`src/rtl/risc15_pkg.sv`:
```
// Shared RISC15 constants and the LM/SM sequencer state encoding.
package risc15_pkg;

  localparam int DATA_W = 16;
  localparam int NREG   = 8;
  localparam int SEL_W  = 3;

  typedef enum logic [1:0] {
    IDLE = 2'b00,
    XFER = 2'b01,
    DONE = 2'b10
  } state_e;

endpackage

```
`src/rtl/lmsm_sequencer_pri_enc.sv`:
```
// Lowest-set-bit encoder, purely combinational; also used by the hazard unit.
// vld_o is low and idx_o is 0 when no bit is set.
module pri_enc_8_3
  import risc15_pkg::*;
(
  input  logic [NREG-1:0]  req_i,
  output logic [SEL_W-1:0] idx_o,
  output logic             vld_o
);

  always_comb begin
    idx_o = '0;
    vld_o = |req_i;
    // Walk downwards so the lowest set bit is the last one written.
    for (int i = NREG - 1; i >= 0; i--) begin
      if (req_i[i]) idx_o = SEL_W'(i);
    end
  end

endmodule

```
`src/rtl/lmsm_sequencer.sv`:
```
// LM/SM sequencer: one register transfer per cycle from the lowest mask bit up, then a done pulse.
// First transfer one cycle after start; hold freezes the walk, stall_req freezes the pipeline meanwhile.
module lmsm_sequencer
  import risc15_pkg::*;
(
  input  logic              clk,
  input  logic              reset,
  input  logic              start,
  input  logic              is_load,
  input  logic [DATA_W-1:0] base_addr,
  input  logic [NREG-1:0]   reg_mask,
  input  logic              hold,
  output logic              busy,
  output logic              stall_req,
  output logic [SEL_W-1:0]  reg_sel,
  output logic [DATA_W-1:0] mem_addr,
  output logic              xfer_valid,
  output logic              mem_we,
  output logic              rf_we,
  output logic              done
);

  state_e            state_q;
  logic [NREG-1:0]   mask_q, mask_d;
  logic [DATA_W-1:0] addr_q, addr_d;
  logic              is_load_q;
  logic [SEL_W-1:0]  enc_idx;
  logic              enc_vld;
  logic              in_xfer, in_idle;

  pri_enc_8_3 u_pri_enc (
    .req_i (mask_q),
    .idx_o (enc_idx),
    .vld_o (enc_vld)
  );

  assign mask_d = mask_q & (mask_q - 1'b1);
  assign addr_d = addr_q + 1'b1;

  always_ff @(posedge clk) begin
    if (reset) begin
      state_q   <= IDLE;
      mask_q    <= '0;
      addr_q    <= '0;
      is_load_q <= 1'b0;
    end else begin
      case (state_q)
        IDLE: begin
          if (start) begin
            is_load_q <= is_load;
            addr_q    <= base_addr;
            mask_q    <= reg_mask;
            state_q   <= (|reg_mask) ? XFER : DONE;
          end
        end
        XFER: begin
          if (!hold) begin
            mask_q <= mask_d;
            addr_q <= addr_d;
            if (mask_d == '0) state_q <= DONE;
          end
        end
        DONE:    state_q <= IDLE;
        default: state_q <= IDLE;
      endcase
    end
  end

  assign in_idle    = (state_q == IDLE);
  assign in_xfer    = (state_q == XFER);
  assign busy       = ~in_idle;
  assign stall_req  = (start & in_idle) | busy;
  assign xfer_valid = in_xfer & enc_vld;
  assign reg_sel    = in_xfer ? enc_idx : '0;
  assign mem_addr   = in_xfer ? addr_q : '0;
  assign mem_we     = xfer_valid & ~is_load_q;
  assign rf_we      = xfer_valid & is_load_q & ~hold;
  assign done       = (state_q == DONE);

endmodule

```
`config.mk`:
```
export PLATFORM = sky130hd
export DESIGN_NAME = lmsm_sequencer
export DESIGN_NICKNAME = d
export VERILOG_FILES = /design/src/rtl/risc15_pkg.sv /design/src/rtl/lmsm_sequencer_pri_enc.sv /design/src/rtl/lmsm_sequencer.sv
export SDC_FILE = /design/constraint.sdc
export NUM_CORES = 1
export LEC_CHECK = 0
export BUFFER_PORTS_ARGS = -buffer_cell sky130_fd_sc_hd__buf_4
export CAP_MARGIN = 20
export CORE_MARGIN = 2
export CORE_UTILIZATION = 51
export DETAILED_ROUTE_END_ITERATION = 6
export PLACE_DENSITY = 0.87
export SYNTH_ARGS = -nofsm -noshare
export SYNTH_HDL_FRONTEND = slang
export SYNTH_SLANG_ARGS = --single-unit
```
`constraint.sdc`:
```
create_clock -name clk -period 2.18 [get_ports clk]
set_input_delay 0.218 -clock clk [delete_from_list [all_inputs] [get_ports clk]]
set_output_delay 0.218 -clock clk [all_outputs]
set_load 0.05 [all_outputs]
```
==> impl_summary.txt, run 1 <==
----------------------------------------------------
[Run status]
  Status ... complete, no violations

[Clock network]
  Clk slew on worst S/H paths ... 0.16 ns
  Clk_lat worst skew ... 0.34 ns
  TritonCTS Buffers ... 3
  Count of hold-fix buffers inserted at cts ... 0
  Clock root buffer master ... sky130_fd_sc_hd__clkbuf_4
  Largest buffer count on any clock path ... 2
  H-tree level count ... 1
  Clock tree from TritonCTS ... built
  Number of clock sinks seen by CTS ... 27

[Synth]
  Top FF cell, synth ... sky130_fd_sc_hd__dfxtp_1
  Number of synthesized flops with an enable pin ... 0
  Count of different cell masters after synthesis ... 48
  Seq/Total Area, Yosys ... 30.0%
  Fraction of registers with async set or reset after synthesis ... 0%
  Register bit count reported by yosys ... 27
  Post-Synthesis Mean Instance Area ... 7.31 um^2
  Synthesized instance count ... 246
  Post-Syn Nets ... 276
  Netlist area before placement ... 1800 um^2
  Yosys synthesis warning count ... 0

[Critical path]
  Buffering stage count on the worst path with inverters included ... 2
  Crit path launch type ... flop
  Critical path class ... flop to primary output
  Dominant cell type by count on the critical path ... sky130_fd_sc_hd__buf_4
  Critical path capture point type ... primary output
  Cell-by-cell listing of the critical path ... or4_1 > buf_4 > nor3_2 > buf_4
  Highest fanout seen on the critical path ... 8
  Required time of the worst setup path ... 1.96 ns
  Delay-heaviest family, CP ... simple AND/OR/NAND/NOR gates
  Slowest-stage cell, CP ... sky130_fd_sc_hd__or4_1
  Worst endpoint data arrival time ... 1.83 ns
  Critical path's largest stage delay ... 0.57 ns

[Die]
  X dimension of the die ... 63.4 um
  Vertical die dimension ... 63.4 um
  Starting density of the core ... 53.5%
  I/O pins ... 54
  Die Footprint ... 4020 um^2
  Number of cell rows ... 21
  CORE AREA ... 3360 um^2

[Power and ir drop]
  Power density relative to cell area ... 811 nW/um^2
  Maximum vdd ir drop ... 0.445 mV
  Leak pwr ... 0.988 nW

[Placed design]
  Count of port buffers added during placement ... 53
  Post-detailed-placement half-perimeter wirelength ... 3330 um
  Placed instance count ... 334
  Global placer's final weighted congestion ... 0.840

[Finish]
  Layout cell share with drive strength beyond 1 ... 26.7%
  Fraction of the core area covered by cells at the end of the flow ... 67.9%
  Fin nets ... 323
  Inserted Diodes ... 0
  Total area of multi-input combinational cells ... 1160 um^2
  Most frequent standard cell in the layout excluding fill and tap cells ... sky130_fd_sc_hd__buf_4
  Finished Layout Cells ... 338
  Seq. cell area ... 541 um^2
  Count of fill cells added during filler insertion ... 318
  Commonest cells after routing, fill and taps aside ... sky130_fd_sc_hd__buf_4 (62), sky130_fd_sc_hd__dfxtp_1 (27), sky130_fd_sc_hd__a21oi_1 (26)
  Synth-to-layout area growth ... 27.0%

[GRT]
  Initial antenna violation count ... 0
  GRT Util Overall ... 23.2%
  First-pass GRT wire length ... 7650 um
  Pin count of the biggest net entering global routing ... 29
  Aggregate global routing overflow ... 0
  Number of global-route vias before repair ... 1,710

[STA]
  Transition time of the tightest slew-check pin ... 0.561 ns
  Unrepaired setup endpoints after global routing ... no
  Aggregate negative setup slack ... 0 ns
  Time the final worst path needs with I/O delays and setup ... 2.05 ns
  Worst slack on hold paths ... 0.120 ns
  Worst clock skew ... 0.0127 ns
  Upper clock frequency limit ... 489 MHz
  Max transition margin ... 62.1%
  Final hold violation count ... 0
  Share of the clock period used by the worst path after layout ... 93.9%
  Final-report setup violation count ... 0
  Final-report max-slew violation count ... 0

[Drt]
  Wire per inst ... 13.5 um
  Routed WL ... 4580 um
  DRC violation count after routing ... 0
  Iteration-0 DRC Markers ... 177
  Via count of the routed design ... 1,988
  ANT nets after route ... 0
  Avg Vias per Cell ... 5.88
  Drt pass-1 iters ... 4

[Hold path]
  Min-delay worst type ... input pin to flop

[Run]
  Max-cap viol count ... 0

----------------------------------------------------
-- stage by stage --
stage | cell area (um^2) | total power, mW | worst slack (ns)
after floorplan | 1810 | 1.36 | 0.0927
final | 2280 | 1.85 | 0.134
after global placement | 2250 | 1.60 | 0.448
after detailed placement | 2250 | 1.62 | 0.398
after global routing | 2280 | 1.98 | 0.0462
after CTS | 2280 | 1.83 | 0.0573
-- worst register-to-register path, cell delays in order (launching register included) --
cell and delay, ns:
sky130_fd_sc_hd__dfxtp_1 0.39, sky130_fd_sc_hd__buf_4 0.25, sky130_fd_sc_hd__nand2b_1 0.24, sky130_fd_sc_hd__a21o_1 0.32
sky130_fd_sc_hd__buf_4 0.25, sky130_fd_sc_hd__nor3_1 0.06, sky130_fd_sc_hd__mux2i_1 0.13, sky130_fd_sc_hd__a21oi_1 0.09
-- cells by family after synthesis --
| family | after synthesis | share of synthesized area [%] |
|---|---|---|
| AND/OR/NAND/NOR | 108 | 32.7 |
| flip-flops | 27 | 30.0 |
| multiplexers | 3 | 1.67 |
| AO/OA/AOI/OAI | 76 | 27.3 |
| buffers and inverters | 29 | 6.54 |
| XOR/XNOR | 1 | 0.487 |
| adder cells (fa/ha/maj) | 2 | 1.25 |
-- final cells by class --
type | instances | share of cell area [%]
clock buffers | 3 | 0.986
clock inverters | 1 | 0.219
inverters | 9 | 1.48
multi-input cells | 190 | 50.8
flip-flops and latches | 27 | 23.7
well taps | 46 | 2.52
repair buffers | 62 | 20.4
-- report_power, final --
group | total (mW) | internal (mW) | leakage (nW) | switching (mW)
Clock | 0.226 | 0.0691 | 0.0177 | 0.157
Combinational | 0.935 | 0.368 | 0.748 | 0.567
Sequential | 0.692 | 0.578 | 0.222 | 0.115
Total | 1.85 | 1.01 | 0.988 | 0.839
-- registers in the layout, summed over array words and instances (netlist names) --
register   count
addr_q        16
mask_q         8
state_q        2
is_load_q      1
-- Yosys cell counts (2+ instances only) --
master	count	area share [%]
sky130_fd_sc_hd__o21a_1	2	0.83
sky130_fd_sc_hd__mux2i_1	3	1.7
sky130_fd_sc_hd__nand3_1	8	2.2
sky130_fd_sc_hd__inv_1	9	1.9
sky130_fd_sc_hd__nand2_1	17	3.5
sky130_fd_sc_hd__buf_2	7	1.9
sky130_fd_sc_hd__a21oi_2	2	0.97
sky130_fd_sc_hd__buf_1	2	0.42
sky130_fd_sc_hd__a22oi_1	7	2.9
sky130_fd_sc_hd__nor4_1	5	1.7
sky130_fd_sc_hd__nor2b_1	5	1.7
sky130_fd_sc_hd__nor3_1	9	2.5
sky130_fd_sc_hd__nand4_1	3	1.0
sky130_fd_sc_hd__nand2b_1	6	2.1
sky130_fd_sc_hd__dfxtp_1	27	30
sky130_fd_sc_hd__o32ai_1	3	1.5
sky130_fd_sc_hd__a21o_1	3	1.3
sky130_fd_sc_hd__nor4_2	2	1.4
sky130_fd_sc_hd__and2_1	16	5.6
sky130_fd_sc_hd__o21ai_0	16	4.5
sky130_fd_sc_hd__a211oi_1	2	0.83
sky130_fd_sc_hd__or4_1	2	0.83
sky130_fd_sc_hd__a311oi_1	2	0.97
sky130_fd_sc_hd__a21oi_1	26	7.2
sky130_fd_sc_hd__nor2_1	21	4.4
sky130_fd_sc_hd__clkbuf_1	11	2.3
sky130_fd_sc_hd__nor3b_1	5	2.1
sky130_fd_sc_hd__and3_1	3	1.0
sky130_fd_sc_hd__and4_1	3	1.5
-- path summary, 6_finish.rpt --
path | from | endpoint | slack, ns | cells after the start
max | mask_q[0] | reg_sel[2] | 0.13 | 4
min | base_addr[0] | addr_q[0] | 0.12 | 3
max reg2reg | state_q[0] | addr_q[15] | 0.36 | 7
min reg2reg | addr_q[6] | addr_q[6] | 0.49 | 2
-- repair_timing --
item,4_1_cts,5_1_grt
gates resized for setup,0,3
setup endpoints to repair,0,3
buffers inserted,0,0
-- routing by layer --
metal | track usage [%] | share of wire (%) | wire length [um] | up-vias
met4 | 8.70 | 1.7 | 80 | 0
li1 | - | - | - | 986
met2 | 37.4 | 47 | 2160 | 69
met5 | 0 | 0 | 0 | -
met3 | 2.86 | 5.5 | 253 | 9
met1 | 31.7 | 45 | 2080 | 924
Note: power is estimated with default switching activity, not from simulation.
==> run 2, diff against run 1 <==
--- a/config.mk
+++ b/config.mk
@@ -7,7 +7,7 @@
 export LEC_CHECK = 0
 export BUFFER_PORTS_ARGS = -buffer_cell sky130_fd_sc_hd__buf_4
 export CAP_MARGIN = 20
-export CORE_MARGIN = 2
+export CORE_MARGIN = 1.5
 export CORE_UTILIZATION = 51
 export DETAILED_ROUTE_END_ITERATION = 6
 export PLACE_DENSITY = 0.87
==> impl_summary.txt, run 2 (synthesis results as in run 1) <==
----------------------------------------------------
[Run status]
  Status ... complete, no violations

[STA]
  Max transition margin ... 64.2% (+2.1 points)
  Worst clock skew ... 0.00864 ns (-0.00411 ns)
  Final hold violation count ... 0 (unchanged)
  Upper clock frequency limit ... 476 MHz (-2.6%)
  Unrepaired setup endpoints after global routing ... no
  Aggregate negative setup slack ... 0 ns (unchanged)
  Share of the clock period used by the worst path after layout ... 96.3% (+2.5 points)
  Time the final worst path needs with I/O delays and setup ... 2.10 ns (+0.0542 ns)
  Transition time of the tightest slew-check pin ... 0.530 ns (-0.0310 ns)
  Final-report setup violation count ... 0 (unchanged)
  Min setup slack post-route ... 0.0796 ns (-0.0542 ns)
  Final-report max-slew violation count ... 0 (unchanged)

[Power and ir drop]
  Maximum vdd ir drop ... 0.495 mV (+11%)
  Power density relative to cell area ... 813 nW/um^2 (+0.26%)
  Leak pwr ... 0.983 nW (-0.47%)

[Die]
  Die Footprint ... 3890 um^2 (-3.1%)
  X dimension of the die ... 62.4 um (-1.6%)
  Vertical die dimension ... 62.4 um (-1.6%)
  Starting density of the core ... 53.5% (unchanged)
  CORE AREA ... 3360 um^2 (unchanged)
  I/O pins ... 54 (unchanged)
  Number of cell rows ... 21 (unchanged)

[Placed design]
  Global placer's final weighted congestion ... 0.873 (+3.8%)
  Count of port buffers added during placement ... 53 (unchanged)
  Post-detailed-placement half-perimeter wirelength ... 3330 um (about the same)
  Worst Setup Slack post-DPL ... 0.365 ns (-0.0332 ns)

[Hold path]
  Number of cells on the worst hold path ... 3 (unchanged)
  Capture endpoint of the worst hold path ... is_load_q
  Min-delay worst type ... input pin to flop
  Beginning of the worst hold path ... is_load

[Finish]
  Regs by FF count ... addr_q: 16 flops, mask_q: 8 flops, state_q: 2 flops
  Layout cell share with drive strength beyond 1 ... 26.8% (+0.092 points)
  Fin nets ... 322 (-0.31%)
  Register bank with the most flops ... addr_q
  Max FFs per register ... 16 (unchanged)
  Inserted Diodes ... 0 (unchanged)
  Synth-to-layout area growth ... 26.8%
  Most frequent standard cell in the layout excluding fill and tap cells ... sky130_fd_sc_hd__buf_4
  Commonest cells after routing, fill and taps aside ... sky130_fd_sc_hd__buf_4 (61), sky130_fd_sc_hd__dfxtp_1 (27), sky130_fd_sc_hd__a21oi_1 (26)

[GRT]
  GRT Util Overall ... 23.9% (+0.69 points)
  Initial antenna violation count ... 0 (unchanged)
  First-pass GRT wire length ... 7730 um (+1.1%)
  Number of global-route vias before repair ... 1,745 (+2.0%)
  Aggregate global routing overflow ... 0 (unchanged)
  Pin count of the biggest net entering global routing ... 29 (unchanged)

[Clock network]
  Number of clock sinks seen by CTS ... 27 (unchanged)
  TritonCTS Buffers ... 3 (unchanged)
  Largest buffer count on any clock path ... 2 (unchanged)
  Count of hold-fix buffers inserted at cts ... 0 (unchanged)
  Clock root buffer master ... sky130_fd_sc_hd__clkbuf_4
  Clock tree from TritonCTS ... built
  H-tree level count ... 1 (unchanged)
  Clk slew on worst S/H paths ... 0.15 ns (about the same)
  Clk_lat worst skew ... 0.33 ns (about the same)

[Drt]
  DRC violation count after routing ... 0 (unchanged)
  Total met2 wirelength after detailed routing ... 2200 um (+1.8%)
  Via count of the routed design ... 1,969 (-0.96%)
  Avg Vias per Cell ... 5.84 (-0.66%)
  Iteration-0 DRC Markers ... 139 (-21%)
  ANT nets after route ... 0 (unchanged)
  Met3 wirelength from detailed routing ... 303 um (+20%)
  Wire per inst ... 14.0 um (+3.5%)
  Routed met1 length ... 2190 um (+5.4%)
  Routed WL ... 4720 um (+3.2%)
  Drt pass-1 iters ... 4 (unchanged)
  Highest metal layer used by the detailed router ... met4

[Critical path]
  Crit path launch type ... flop
  Worst R2R Start ... mask_q[0]
  Critical path capture point type ... primary output
  Critical path's largest stage delay ... 0.58 ns (about the same)
  Endpoint of the worst-slack reg-to-reg timing path ... state_q[1]
  Worst reg2reg setup slack ... 0.42 ns (+0.06 ns)
  Count of cells along the worst register-to-register path ... 6 (-1)
  Dominant cell type by count on the critical path ... sky130_fd_sc_hd__buf_4
  Worst endpoint data arrival time ... 1.88 ns (+0.05 ns)
  Cell-by-cell listing of the critical path ... or4_1 > buf_4 > nor3_2 > buf_4
  Critical path class ... flop to primary output
  Highest fanout seen on the critical path ... 8 (unchanged)
  Required time of the worst setup path ... 1.96 ns (about the same)
  Slowest-stage cell, CP ... sky130_fd_sc_hd__or4_1

[Run]
  Max-cap viol count ... 0 (unchanged)

----------------------------------------------------
==> run 2: repair_timing <==
item | CTS | global route
endpoints found under the hold margin | 0 | 0
gates cloned | 0 | 0
buffers inserted | 0 | 0
gates resized for setup | 1 | 3
endpoints found under the setup margin | 3 | 9
==> run 2: per-layer routing <==
layer / up-vias / global-route usage [%]
met5: - / 0
met4: 0 / 5.28
met3: 2 / 4.50
met2: 84 / 39.5
met1: 910 / 32.5
li1: 973 / -
==> run 2: report_power, final <==
group / switching (mW) / internal [mW] / total, mW
Clock: 0.153 / 0.0689 / 0.222
Combinational: 0.568 / 0.364 / 0.932
Sequential: 0.124 / 0.578 / 0.701
Total: 0.845 / 1.01 / 1.86
==> run 2: per-stage QoR <==
stage	hold slack (ns)	power, mW	std cells	area (um^2)	utilization (%)
3_5_place_dp	0.481	1.62	333	2240	66.6
4_1_cts	0.119	1.84	337	2270	67.4
2_1_floorplan	0.354	1.36	246	1810	-
5_1_grt	0.123	1.98	337	2280	67.8
3_3_place_gp	0.462	1.59	333	2240	66.6
6_report	0.123	1.86	337	2280	67.8
==> run 2: final cells by class <==
type                            instances  area, um^2
Clock buffer                            3        22.5
Clock inverter                          1        5.00
Fill cell                             309        1080
Inverter                                9        33.8
Multi-Input combinational cell        190        1160
Sequential cell                        27         541
Tap cell                               46        57.6
Timing Repair Buffer                   61         458
==> run 2: worst max-delay path: cells and delay by family, from the launching register on <==
kind,cells,cell delay [ns]
buf+inv,2,0.42
flops,1,0.39
simple gates,2,0.75
==> run 2: worst max-delay path by stage <==
stage / from / end / slack (ns) / cells after the start
6_report: mask_q[0] / reg_sel[2] / 0.08 / 4
5_1_grt: mask_q[0] / reg_sel[2] / 0.02 / 4
4_1_cts: state_q[0] / rf_we / 0.08 / 4
3_5_place_dp: mask_q[0] / rf_we / 0.37 / 4
3_3_place_gp: mask_q[0] / rf_we / 0.41 / 4
2_1_floorplan: state_q[0] / reg_sel[0] / 0.09 / 4
==> run 3, diff against run 2 <==
--- a/config.mk
+++ b/config.mk
@@ -7,10 +7,13 @@
 export LEC_CHECK = 0
 export BUFFER_PORTS_ARGS = -buffer_cell sky130_fd_sc_hd__buf_4
 export CAP_MARGIN = 20
+export CELL_PAD_IN_SITES_DETAIL_PLACEMENT = 2
+export CELL_PAD_IN_SITES_GLOBAL_PLACEMENT = 2
 export CORE_MARGIN = 1.5
-export CORE_UTILIZATION = 51
+export CORE_UTILIZATION = 28
 export DETAILED_ROUTE_END_ITERATION = 6
-export PLACE_DENSITY = 0.87
+export PLACE_DENSITY = 0.88
+export SKIP_CTS_REPAIR_TIMING = 1
 export SYNTH_ARGS = -nofsm -noshare
 export SYNTH_HDL_FRONTEND = slang
 export SYNTH_SLANG_ARGS = --single-unit
==> impl_summary.txt, run 3 (synthesis results as in run 1) <==
----------------------------------------------------
[Finish]
  Regs by FF count ... addr_q: 16 flops, mask_q: 8 flops, state_q: 2 flops
  Count of fill cells added during filler insertion ... 746 (+140%)
  Inserted Diodes ... 0 (unchanged)
  Max FFs per register ... 16 (unchanged)
  Finished Layout Cells ... 371 (+10%)
  Commonest cells after routing, fill and taps aside ... sky130_fd_sc_hd__buf_4 (64), sky130_fd_sc_hd__a21oi_1 (26), sky130_fd_sc_hd__dfxtp_1 (26)
  Layout cell share with drive strength beyond 1 ... 26.9% (+0.067 points)
  Most frequent standard cell in the layout excluding fill and tap cells ... sky130_fd_sc_hd__buf_4
  Register bank with the most flops ... addr_q
  Seq. cell area ... 542 um^2 (+0.23%)
  Fin nets ... 325 (+0.93%)
  Total area of multi-input combinational cells ... 1160 um^2 (-0.54%)
  Synth-to-layout area growth ... 30.9%

[Power and ir drop]
  Gate power share ... 49.2% (-1.0 points)
  Maximum vdd ir drop ... 0.289 mV (-42%)
  Internal Power ... 1.09 mW (+7.8%)
  Switching power ... 0.937 mW (+11%)
  Power density relative to cell area ... 861 nW/um^2 (+5.8%)
  Leak pwr ... 1.00 nW (+1.9%)
  Proportion of power drawn by flip-flops and latches ... 35.5% (-2.3 points)
  Proportion of power drawn by the clock network ... 15.3% (+3.3 points)
  Net switching fraction of the power ... 46.3% (+0.71 points)

[Die]
  I/O pins ... 54 (unchanged)
  CORE AREA ... 6280 um^2 (+87%)
  Starting density of the core ... 28.7% (-25 points)
  Vertical die dimension ... 83.2 um (+33%)
  X dimension of the die ... 83.2 um (+33%)
  Die Footprint ... 6920 um^2 (+78%)
  Number of cell rows ... 29 (+38%)

[Critical path]
  Count of cells along the worst register-to-register path ... 6 (unchanged)
  Endpoint of the worst-slack reg-to-reg timing path ... state_q[1]
  Critical path class ... flop to primary output
  Critical path capture point type ... primary output
  Crit path launch type ... flop
  Worst reg2reg setup slack ... 0.35 ns (-0.07 ns)
  Worst endpoint data arrival time ... 1.80 ns (-0.08 ns)
  Required time of the worst setup path ... 1.96 ns (about the same)
  Highest fanout seen on the critical path ... 7 (-1)
  Worst R2R Start ... mask_q[0]

[Drt]
  ANT nets after route ... 0 (unchanged)
  Drt pass-1 iters ... 4 (unchanged)
  DRC violation count after routing ... 0 (unchanged)
  Avg Vias per Cell ... 5.58 (-4.6%)
  Wire per inst ... 18.7 um (+34%)
  Iteration-0 DRC Markers ... 52 (-63%)
  Via count of the routed design ... 2,069 (+5.1%)
  Routed WL ... 6940 um (+47%)

[STA]
  Share of the clock period used by the worst path after layout ... 92.6% (-3.8 points)
  Max transition margin ... 62.7% (-1.5 points)
  Upper clock frequency limit ... 496 MHz (+4.1%)
  Time the final worst path needs with I/O delays and setup ... 2.02 ns (-0.0828 ns)
  Final-report max-slew violation count ... 0 (unchanged)
  Worst slack on hold paths ... 0.188 ns (+0.0653 ns)
  Unrepaired setup endpoints after global routing ... no
  Transition time of the tightest slew-check pin ... 0.552 ns (+0.0224 ns)
  Final-report setup violation count ... 0 (unchanged)
  Final hold violation count ... 0 (unchanged)
  Worst clock skew ... 0.00519 ns (-0.00344 ns)

[Clock network]
  Clk_lat worst skew ... 0.28 ns (-0.05 ns)
  H-tree level count ... 1 (unchanged)
  Largest buffer count on any clock path ... 2 (unchanged)
  Clock tree from TritonCTS ... built
  Clk slew on worst S/H paths ... 0.10 ns (-0.05 ns)
  Number of clock sinks seen by CTS ... 27 (unchanged)
  TritonCTS Buffers ... 3 (unchanged)
  Clock root buffer master ... sky130_fd_sc_hd__clkbuf_8

[GRT]
  Pin count of the biggest net entering global routing ... 29 (unchanged)
  Number of global-route vias before repair ... 2,238 (+28%)
  Initial antenna violation count ... 0 (unchanged)
  First-pass GRT wire length ... 11,400 um (+48%)
  GRT Util Overall ... 20.3% (-3.6 points)
  Aggregate global routing overflow ... 0 (unchanged)

[Hold path]
  Beginning of the worst hold path ... is_load
  Min-delay worst type ... input pin to flop
  Number of cells on the worst hold path ... 3 (unchanged)
  Capture endpoint of the worst hold path ... is_load_q

[Placed design]
  Placed instance count ... 367 (+10%)
  Post-detailed-placement half-perimeter wirelength ... 5040 um (+52%)
  Global placer's final weighted congestion ... 0.773 (-11%)
  Count of port buffers added during placement ... 53 (unchanged)

[Run]
  Max-cap viol count ... 0 (unchanged)

[Run status]
  Status ... complete, no violations

----------------------------------------------------
## run 3: how the worst max path moves through the flow
stage	start	endpoint	cells after the start
finish	mask_q[0]	xfer_valid	4
floorplan	state_q[0]	reg_sel[0]	4
detailed placement	state_q[0]	addr_q[15]	6
global placement	mask_q[0]	rf_we	4
global route	mask_q[0]	mem_we	4
CTS	state_q[0]	rf_we	5
## run 3: power groups by stage
stage / Clock [mW] / Sequential (mW) / Combinational (mW)
finish: 0.310 / 0.719 / 0.998
global route: 0.341 / 0.734 / 1.09
CTS: 0.317 / 0.711 / 0.996
detailed placement: 0 / 0.720 / 0.986
floorplan: 0 / 0.652 / 0.707
global placement: 0 / 0.707 / 0.942
## run 3: worst max-delay path: stages, from the launching register on
cell and delay (ns):
sky130_fd_sc_hd__dfxtp_1 0.38, sky130_fd_sc_hd__or4_1 0.55, sky130_fd_sc_hd__o21ai_1 0.30, sky130_fd_sc_hd__inv_1 0.08, sky130_fd_sc_hd__buf_4 0.20
## run 3: final cells by class
class,count,share of cell area (%)
clock buffers,4,1.91
inverters,9,1.43
multi-input cells,190,49.1
flip-flops and latches,27,23.0
well taps,77,4.09
repair buffers,64,20.4
## run 3: routing by layer
layer  global-route usage [%]  vias to the layer above  share of wire, %
li1                         -                      982                 -
met1                     26.2                     1035                45
met2                     35.6                       42                51
met3                     1.89                       10               2.4
met4                     6.36                        0               1.5
met5                        0                        -                 0
## run 3: stage by stage
stage | area (um^2) | utilization, % | setup TNS [ns] | setup slack [ns] | power (mW)
6_report | 2350 | 37.5 | 0 | 0.162 | 2.03
3_5_place_dp | 2300 | 36.7 | 0 | 0.292 | 1.71
5_1_grt | 2350 | 37.5 | 0 | 0.0575 | 2.16
2_1_floorplan | 1810 | - | 0 | 0.0927 | 1.36
3_3_place_gp | 2300 | 36.7 | 0 | 0.394 | 1.65
4_1_cts | 2350 | 37.4 | -0.0355 | -0.0355 | 2.02
